$ cat config.mk
export PLATFORM = sky130hd
export DESIGN_NAME = oam_bus_arbiter
export DESIGN_NICKNAME = d
export VERILOG_FILES = /design/src/rtl/oam_pkg.sv /design/src/rtl/oam_prio_sel.sv /design/src/rtl/oam_bus_arbiter.sv
export SDC_FILE = /design/constraint.sdc
export NUM_CORES = 1
export LEC_CHECK = 0
export BUFFER_PORTS_ARGS = -buffer_cell sky130_fd_sc_hd__buf_2
export CAP_MARGIN = 25
export CORE_ASPECT_RATIO = 0.5
export CORE_UTILIZATION = 51
export CTS_BUF_LIST = sky130_fd_sc_hd__clkbuf_16
export CTS_CLUSTER_SIZE = 16
export DETAILED_ROUTE_END_ITERATION = 10
export MAX_ROUTING_LAYER = met4
export PLACE_DENSITY = 0.85
export SETUP_SLACK_MARGIN = 0.1
export SYNTH_ARGS = -nofsm -noshare
export SYNTH_HDL_FRONTEND = slang
export SYNTH_SLANG_ARGS = --single-unit
$ cat constraint.sdc
create_clock -name clk1 -period 3.04 [get_ports clk1]
set_clock_uncertainty 0.05 [all_clocks]
set_input_delay 0.608 -clock clk1 [delete_from_list [all_inputs] [get_ports clk1]]
set_output_delay 0.608 -clock clk1 [all_outputs]
set_load 0.02 [all_outputs]
$ cat src/rtl/oam_pkg.sv
// ---------------------------------------------------------------------------
// oam_pkg
// Shared types and constants for the OAM bus arbiter.
//   owner_t      : which requester owns the current OAM transaction
//   state_t      : transaction FSM states
//   OAM_BYTES    : implemented OAM bytes; higher addresses are unmapped
//   OAM_OPEN_BUS : value returned for unmapped or blocked reads
//   REQ_*        : bit positions of each requester in request/winner vectors
// ---------------------------------------------------------------------------
package oam_pkg;

  typedef enum logic [1:0] {
    OWN_NONE,
    OWN_DMA,
    OWN_PPU,
    OWN_CPU
  } owner_t;

  typedef enum logic [1:0] {
    ST_IDLE,
    ST_ADDR,
    ST_DATA
  } state_t;

  localparam int         OAM_BYTES    = 160;
  localparam logic [7:0] OAM_OPEN_BUS = 8'hFF;

  localparam int REQ_CPU = 0;
  localparam int REQ_PPU = 1;
  localparam int REQ_DMA = 2;

  // Converts a one-hot winner vector into the owner encoding.
  function automatic owner_t win_to_owner(input logic [2:0] win);
    owner_t own;
    own = OWN_NONE;
    if (win[REQ_DMA]) begin
      own = OWN_DMA;
    end else if (win[REQ_PPU]) begin
      own = OWN_PPU;
    end else if (win[REQ_CPU]) begin
      own = OWN_CPU;
    end
    return own;
  endfunction

endpackage

$ cat src/rtl/oam_prio_sel.sv
// ---------------------------------------------------------------------------
// oam_prio_sel
// Combinational priority selector for the OAM port.
// Ports:
//   i_req       [2:0] : requests, indexed by REQ_DMA / REQ_PPU / REQ_CPU
//   i_cpu_aged        : CPU has lost enough arbitrations to outrank the PPU
//   i_cpu_block       : CPU may not enter arbitration this cycle
//   o_winner    [2:0] : one-hot winner (all zero when nobody requests)
// Order is DMA > PPU > CPU, or DMA > CPU > PPU while the CPU is aged.
// ---------------------------------------------------------------------------
module oam_prio_sel
  import oam_pkg::*;
(
  input  logic [2:0] i_req,
  input  logic       i_cpu_aged,
  input  logic       i_cpu_block,
  output logic [2:0] o_winner
);

  logic w_cpu_eligible;

  assign w_cpu_eligible = i_req[REQ_CPU] & ~i_cpu_block;

  always_comb begin
    o_winner = '0;
    if (i_req[REQ_DMA]) begin
      o_winner[REQ_DMA] = 1'b1;
    end else if (w_cpu_eligible && i_cpu_aged) begin
      o_winner[REQ_CPU] = 1'b1;
    end else if (i_req[REQ_PPU]) begin
      o_winner[REQ_PPU] = 1'b1;
    end else if (w_cpu_eligible) begin
      o_winner[REQ_CPU] = 1'b1;
    end
  end

endmodule

$ cat src/rtl/oam_bus_arbiter.sv
// ---------------------------------------------------------------------------
// oam_bus_arbiter
// Shares the single OAM port between the DMA engine (writes), the PPU
// (reads) and the CPU (reads/writes). Each access is a 2-cycle ADDR/DATA
// transaction; arbitration happens in IDLE and in DATA so back-to-back
// accesses run at one per 2 clocks.
// Ports:
//   clk1, nreset                : clock, asynchronous active-low reset
//   dma_req/addr/wdata          : DMA write request  -> dma_gnt, dma_done
//   ppu_req/addr, ppu_mode23    : PPU read request   -> ppu_gnt, ppu_done, ppu_rdata
//   cpu_req/we/addr/wdata       : CPU request        -> cpu_gnt, cpu_done, cpu_rdata
//   oam_addr/wdata/we/re, oam_rdata : OAM macro port (rdata one cycle after re)
//   busy                        : transaction FSM not idle
// A request still high in the cycle its done pulses is taken as the next
// request (this is what lets a streaming requester run without bubbles).
// Build option: OAM_CPU_BLOCK_EN - while dma_req or ppu_mode23 is high the
// CPU never arbitrates; its request is answered next cycle with open-bus
// data and no OAM access.
// ---------------------------------------------------------------------------
module oam_bus_arbiter
  import oam_pkg::*;
#(
  parameter int ADDR_W      = 8,
  parameter int OAM_BYTES   = 160,
  parameter int CPU_AGE_MAX = 4
) (
  input  logic              clk1,
  input  logic              nreset,
  input  logic              dma_req,
  input  logic [ADDR_W-1:0] dma_addr,
  input  logic [7:0]        dma_wdata,
  output logic              dma_gnt,
  output logic              dma_done,
  input  logic              ppu_req,
  input  logic [ADDR_W-1:0] ppu_addr,
  input  logic              ppu_mode23,
  output logic              ppu_gnt,
  output logic              ppu_done,
  output logic [7:0]        ppu_rdata,
  input  logic              cpu_req,
  input  logic              cpu_we,
  input  logic [ADDR_W-1:0] cpu_addr,
  input  logic [7:0]        cpu_wdata,
  output logic              cpu_gnt,
  output logic              cpu_done,
  output logic [7:0]        cpu_rdata,
  output logic [ADDR_W-1:0] oam_addr,
  output logic [7:0]        oam_wdata,
  output logic              oam_we,
  output logic              oam_re,
  input  logic [7:0]        oam_rdata,
  output logic              busy
);

  localparam int AGE_W = $clog2(CPU_AGE_MAX + 1);

  state_t            r_state;
  state_t            w_state_next;
  owner_t            r_owner;
  logic [ADDR_W-1:0] r_addr;
  logic [7:0]        r_wdata;
  logic              r_we;
  logic [AGE_W-1:0]  r_cpu_age;
  logic [7:0]        r_ppu_rdata;
  logic [7:0]        r_cpu_rdata;
  logic              r_cpu_blk_done;

  logic       w_active;
  logic       w_addr_ph;
  logic       w_data_ph;
  logic       w_arb;
  logic       w_mapped;
  logic       w_cpu_aged;
  logic       w_cpu_block;
  logic       w_blk_fire;
  logic       w_win_any;
  logic [2:0] w_req;
  logic [2:0] w_win;
  logic [7:0] w_rd_val;

  assign w_active   = (r_state != ST_IDLE);
  assign w_addr_ph  = (r_state == ST_ADDR);
  assign w_data_ph  = (r_state == ST_DATA);
  assign w_arb      = (r_state == ST_IDLE) || w_data_ph;
  assign w_mapped   = (32'(r_addr) < 32'(OAM_BYTES));
  assign w_cpu_aged = (r_cpu_age == AGE_W'(CPU_AGE_MAX));

`ifdef OAM_CPU_BLOCK_EN
  // r_cpu_blk_done also keeps the CPU out of arbitration during its
  // early-done cycle, so a still-high req there cannot start an access.
  assign w_cpu_block = dma_req | ppu_mode23 | r_cpu_blk_done;
  assign w_blk_fire  = cpu_req & (dma_req | ppu_mode23) & ~r_cpu_blk_done
                       & ~(w_active && (r_owner == OWN_CPU));
`else
  logic w_unused_mode23;
  assign w_unused_mode23 = ppu_mode23;
  assign w_cpu_block     = 1'b0;
  assign w_blk_fire      = 1'b0;
`endif

  assign w_req     = {dma_req, ppu_req, cpu_req} & {3{w_arb}};
  assign w_win_any = |w_win;

  oam_prio_sel u_prio_sel (
    .i_req       (w_req),
    .i_cpu_aged  (w_cpu_aged),
    .i_cpu_block (w_cpu_block),
    .o_winner    (w_win)
  );

  // Transaction FSM
  always_comb begin
    w_state_next = r_state;
    case (r_state)
      ST_IDLE: if (w_win_any) w_state_next = ST_ADDR;
      ST_ADDR: w_state_next = ST_DATA;
      ST_DATA: w_state_next = w_win_any ? ST_ADDR : ST_IDLE;
      default: w_state_next = ST_IDLE;
    endcase
  end

  always_ff @(posedge clk1 or negedge nreset) begin
    if (!nreset) begin
      r_state <= ST_IDLE;
    end else begin
      r_state <= w_state_next;
    end
  end

  // Owner and request snapshot, taken when a winner is chosen.
  always_ff @(posedge clk1 or negedge nreset) begin
    if (!nreset) begin
      r_owner <= OWN_NONE;
      r_addr  <= '0;
      r_wdata <= '0;
      r_we    <= 1'b0;
    end else if (w_win_any) begin
      r_owner <= win_to_owner(w_win);
      if (w_win[REQ_DMA]) begin
        r_addr  <= dma_addr;
        r_wdata <= dma_wdata;
        r_we    <= 1'b1;
      end else if (w_win[REQ_PPU]) begin
        r_addr  <= ppu_addr;
        r_wdata <= '0;
        r_we    <= 1'b0;
      end else begin
        r_addr  <= cpu_addr;
        r_wdata <= cpu_wdata;
        r_we    <= cpu_we;
      end
    end else if (w_data_ph) begin
      r_owner <= OWN_NONE;
    end
  end

  // CPU aging: counts arbitrations lost while the CPU keeps requesting.
  always_ff @(posedge clk1 or negedge nreset) begin
    if (!nreset) begin
      r_cpu_age <= '0;
    end else if (!cpu_req || w_cpu_block || w_win[REQ_CPU]) begin
      r_cpu_age <= '0;
    end else if (w_win_any && !w_cpu_aged) begin
      r_cpu_age <= r_cpu_age + AGE_W'(1);
    end
  end

  // Read data registers; unmapped reads return open bus.
  assign w_rd_val = w_mapped ? oam_rdata : OAM_OPEN_BUS;

  always_ff @(posedge clk1 or negedge nreset) begin
    if (!nreset) begin
      r_ppu_rdata    <= OAM_OPEN_BUS;
      r_cpu_rdata    <= OAM_OPEN_BUS;
      r_cpu_blk_done <= 1'b0;
    end else begin
      r_cpu_blk_done <= w_blk_fire;
      if (w_data_ph && (r_owner == OWN_PPU)) begin
        r_ppu_rdata <= w_rd_val;
      end
      if (w_data_ph && (r_owner == OWN_CPU) && !r_we) begin
        r_cpu_rdata <= w_rd_val;
      end else if (w_blk_fire && !cpu_we) begin
        r_cpu_rdata <= OAM_OPEN_BUS;
      end
    end
  end

  // Outputs
  assign busy     = w_active;
  assign dma_gnt  = w_active && (r_owner == OWN_DMA);
  assign ppu_gnt  = w_active && (r_owner == OWN_PPU);
  assign cpu_gnt  = w_active && (r_owner == OWN_CPU);
  assign dma_done = w_data_ph && (r_owner == OWN_DMA);
  assign ppu_done = w_data_ph && (r_owner == OWN_PPU);
  assign cpu_done = (w_data_ph && (r_owner == OWN_CPU)) || r_cpu_blk_done;

  // Read data is forwarded during DATA so it is valid alongside done.
  assign ppu_rdata = ppu_done ? w_rd_val : r_ppu_rdata;
  assign cpu_rdata = (w_data_ph && (r_owner == OWN_CPU) && !r_we) ? w_rd_val : r_cpu_rdata;

  assign oam_addr  = w_addr_ph ? r_addr : '0;
  assign oam_wdata = (w_addr_ph && r_we) ? r_wdata : 8'h00;
  assign oam_we    = w_addr_ph && r_we && w_mapped;
  assign oam_re    = w_addr_ph && !r_we && w_mapped;

endmodule

Word level (Yosys, flattened, before mapping):

Cells that the tools add are included.

* flip-flop bits (word level): 40
* input bits: 55
* logic and storage cells: 69
* output and inout bits: 41

* equality and inequality tests: 7
* order comparisons: 1
* bitwise logic cells: 1
* multiplexer cells: 28
* reductions and logical operators: 23
* $add $sub $neg: 1

Operators with widths (count)
* $mux W8: 9
* $mux W2: 7
* $logic_and A1 B1 Y1: 13
* $mux W1: 9
* $lt A8 B8 Y1 const B: 1
* $eq A2 B2 Y1 const B: 3
* $mux W3: 2
* $pmux W2 S3: 1
* $reduce_bool A2 Y1: 3
* $eq A2 B1 Y1 const B: 2
* $add A3 B1 Y3 const B: 1
* $and A3 B3 Y3: 1
* $eq A3 B3 Y1 const B: 1
* $logic_not A1 Y1: 3
* $reduce_or A3 Y1: 1
* $logic_not A2 Y1: 1
* $logic_or A1 B1 Y1: 2
* $ne A2 B2 Y1 const B: 1

Logic depth before layout (Yosys ltp):

* word-level depth: 11
* mapped depth: 6
* gate-level depth less buffers: 5

Modules after synthesis:

A second synthesis with hierarchy kept.

* cell total of the unflattened synthesis: 200
* area total of the unflattened synthesis: 2140.8 sq um

Modules (own cells, without submodules)
* oam_bus_arbiter: sequential area each 1021.0 sq um, area each 2095.8 sq um, cells an instance 194, times used 1
* oam_prio_sel: sequential area each 0.0 sq um, area each 45.0 sq um, cells an instance 6, times used 1

Worst setup path after synthesis:

OpenSTA, ideal clock, no wires.

* kind: register to output
* start point: register r_state[0]
* end point: output port cpu_rdata[7]
* arrival time: 1.428 ns
* buffers on the path: 0
* cell stages (with the launch flop): 4
* slack: 0.954 ns
* required time: 2.382 ns
* path through: dfrtp_1 nand2b_2 nor3_4 mux2i_1

* word-level cells in the longest chain between the ends: 4

Ends and longest elaborated chain
* from (decl): RTL line oam_bus_arbiter.sv:57 `state_t r_state;`
* from (signal assigned): RTL line oam_bus_arbiter.sv:126 `r_state <= w_state_next;`
* $eq A2 B2 Y1: RTL line oam_bus_arbiter.sv:83 `assign w_data_ph = (r_state == ST_DATA);`
* $logic_and A1 B1 Y1 (2 in series): RTL line oam_bus_arbiter.sv:200 `assign cpu_rdata = (w_data_ph && (r_owner == OWN_CPU) && !r_we) ? w_rd_val : r_cpu_rdata;`
* $mux W8: RTL line oam_bus_arbiter.sv:200
* to (decl): RTL line oam_bus_arbiter.sv:46 `output logic [7:0] cpu_rdata,`

Every way passes these cells.

Worst setup path in the final report:

* start point: register r_state[0]
* end point: output port cpu_rdata[6]

The elaborated chain is that of the path after synthesis.

==> flow_summary.yaml <==
route:
  drc: 0
  dr.pass1.iters: 4
  wl_per_cell_um: 15.22
  ant_nets: 0
  via_per_inst: 5.635
  wirelength_um: 5633
  drt-initial-drc-count: 197
  vias: 2085
worst_setup_path:
  critPathLaunchType: "register"
  critPathLaunch: "r_state[0]$_DFFE_PN0P_"
  slowest_delay_ns: 0.53
  crit_buf_inv: 1
  path_max_fanout: 13
  worstReg2RegEnd: "r_addr[7]$_DFFE_PN0P_"
  required_ns: 2.38
  reg2reg_depth: 5
  crit_arrival_ns: 2.10
  worst-path-stages: 4
  path_class: "reg -> out"
  r2r_start: "r_cpu_age[0]$_DFFE_PN0P_"
  endpoint: "cpu_rdata[6]"
  critical_path.top_delay_family: "simple AND/OR/NAND/NOR gates"
  end_kind: "output pin"
  cpMaxStageDelayCell: "dfrtp_1"
  path_cells: "nand2b_2 > nor3_4 > mux2_2 > buf_2"
  reg2reg_slack_ns: 1.21
yosys:
  synth-main-ff-cell: "dfrtp_1"
  synth_edf_count: 0
  netlist_instances: 223
  netlist_area_mm2: 0.002203
  ys_ff_latch: 40
  syn_nets: 280
  ys_types: 41
  yosys_warnings: 0
  ys_async_sr_fraction_pct: 100.0
  yosysSeqAreaShare_pct: 46.34
  syn_avg_cell_area_um2: 9.881
floorplan:
  core-area_mm2: 0.004024
  die_y_um: 48.48
  initial_core_util_pct: 54.76
  die_area_mm2: 0.004603
  boundaryPins: 96
  rows: 16
  die_x_um: 94.96
timing:
  setup_viol: 0
  max_slew.worst_pin.slew_ns: 0.8871
  relSlewSlack_pct: 40.86
  fmax_ghz: 0.3629
  setup_tns_ns: 0
  hold_violations: 0
  rsz0062_at_grt: "no"
  finalMaxSlewViolations: 0
  fin_crit_sh_pct: 90.64
  fin_crit_ns: 2.755
cells_and_area:
  drive_gt1_share_pct: 47.78
  antennaDiodeCount: 0
  final_cell_mix: "buf_2, dfrtp_1, nor2_1, nand2_1"
  multi_input_area_mm2: 0.001097
  area_delta_synth_final_pct: 30.10
  postLayoutCoreUtil_pct: 71.24
  fillers: 312
  regArea_mm2: 0.001021
  final_common_cell: "buf_2"
  fin_cells: 370
  final_nets: 372
  final_cell_area_mm2: 0.002867
clocking:
  holdBufCountCts: 0
  htreeDepth: 2
  clockBufferDepth: 2
  numCtsBuffers: 5
  ctsResizeCount: 0
  cts.sinks: 40
  cts_tree: "done"
  cts_setup_buffers: 0
  clkTransAtPathRegs_ns: 0.05
  clkLatencyLatePin_ns: 0.28
  root_buffer: "clkbuf_16"
global_routing:
  grt.overflow.total: 0
  antenna_found_initial: 0
  grt_max_degree: 41
  grt_usage_pct: 27.43
  grt_pass1_wl_um: 9377
  grt_pass1_vias: 2050
pwr:
  sw_frac_of_total_pct: 35.12
  clkPwrFrac_pct: 25.3
  combPwrFrac_pct: 36.6
  vdd_drop_max_mv: 0.3483
  power.density_mw_per_mm2: 800.9
  switchingPower_uw: 806.2
  p_leak_nw: 1.408
  internal_power_mw: 1.490
  p_seq_share_pct: 38.0
placed_design:
  dp_cells: 362
  place.gp.congestion: 0.8349
  hpwl_um: 4039
  io_buffers: 94
  dpl_cell_area_mm2: 0.002704
min_path:
  hp-class: "in -> async"
status:
  status: "completed"
job:
  maxCapViolations: 0
worst min path at each step:
stage / from / endpoint / slack (ns) / cells after the start
detailed placement: r_cpu_rdata[7]$_DFF_PN1_ / r_cpu_rdata[7]$_DFF_PN1_ / 0.44 / 2
global placement: r_cpu_rdata[7]$_DFF_PN1_ / r_cpu_rdata[7]$_DFF_PN1_ / 0.41 / 2
CTS: nreset / r_we$_DFFE_PN0P_ / 0.42 / 1
floorplan: nreset / r_addr[0]$_DFFE_PN0P_ / 0.26 / 0
finish: nreset / r_addr[1]$_DFFE_PN0P_ / 0.39 / 1
global route: r_addr[3]$_DFFE_PN0P_ / r_addr[3]$_DFFE_PN0P_ / 0.47 / 1
cells in the mapped netlist, types with 2 or more instances:
cell type	number	area, um2
a21oi_1	5	25.02
a221o_2	7	78.83
a31oi_1	9	56.30
and2_1	16	100.1
and3_1	10	62.56
buf_2	5	25.02
buf_4	2	15.01
clkbuf_1	4	15.01
dfrtp_1	24	600.6
dfstp_2	16	420.4
ha_1	2	25.02
inv_1	5	18.77
mux2_2	14	157.7
nand2_1	18	67.56
nand2b_1	10	62.56
nand3_1	13	65.06
nor2_1	18	67.56
nor2b_1	3	18.77
o21ai_0	13	65.06
o22ai_1	8	50.05
final cells by class:
type	instances	area share, %
timing repair buffer	97	17.20
sequential	40	35.62
inverter	6	0.8730
multi-input combinational	165	38.28
clock buffer	5	4.365
tap	54	2.357
clock inverter	3	1.309
kinds of logic (layout without fill, tap and decap cells):
| family | count (synthesis) | in the layout | share of synthesized area [%] |
|---|---|---|---|
| buf+inv | 18 | 111 | 4.145 |
| fa+ha+maj | 2 | 2 | 1.136 |
| mux | 15 | 15 | 7.609 |
| simple gates | 98 | 98 | 24.87 |
| flops | 40 | 40 | 46.34 |
| compound gates | 50 | 50 | 15.90 |
registers in the layout (all words and copies together), names as in the netlist:
register     cells
r_addr           8
r_state          2
r_ppu_rdata      8
r_owner          2
r_cpu_age        3
r_we             1
r_cpu_rdata      8
r_wdata          8
routing by layer:
layer  track usage, %  up-vias  share of wire [%]
li1                 -      982                  -
met1            32.62     1002                 41
met2            46.04       82                 51
met3            5.189       19                4.8
met4            11.11        0                2.6
met5                -        -                  0
per-stage QoR:
| stage | hold slack, ns | total power, mW | setup slack (ns) |
|---|---|---|---|
| after CTS | 0.4237 | 2.310 | 0.2555 |
| after floorplan | 0.2624 | 1.424 | 0.9541 |
| after global routing | 0.4714 | 2.414 | 0.1805 |
| after detailed placement | 0.4380 | 1.720 | 0.5750 |
| final | 0.3896 | 2.296 | 0.2846 |
| after global placement | 0.4103 | 1.675 | 0.6240 |
power groups by stage:
stage | Combinational (mW) | Clock [mW] | Sequential, mW
after floorplan | 0.591 | 0 | 0.833
after global placement | 0.814 | 0 | 0.861
after detailed placement | 0.842 | 0 | 0.878
after CTS | 0.845 | 0.593 | 0.872
after global routing | 0.910 | 0.611 | 0.892
final | 0.841 | 0.582 | 0.873
(Power assumes the default switching activity.)
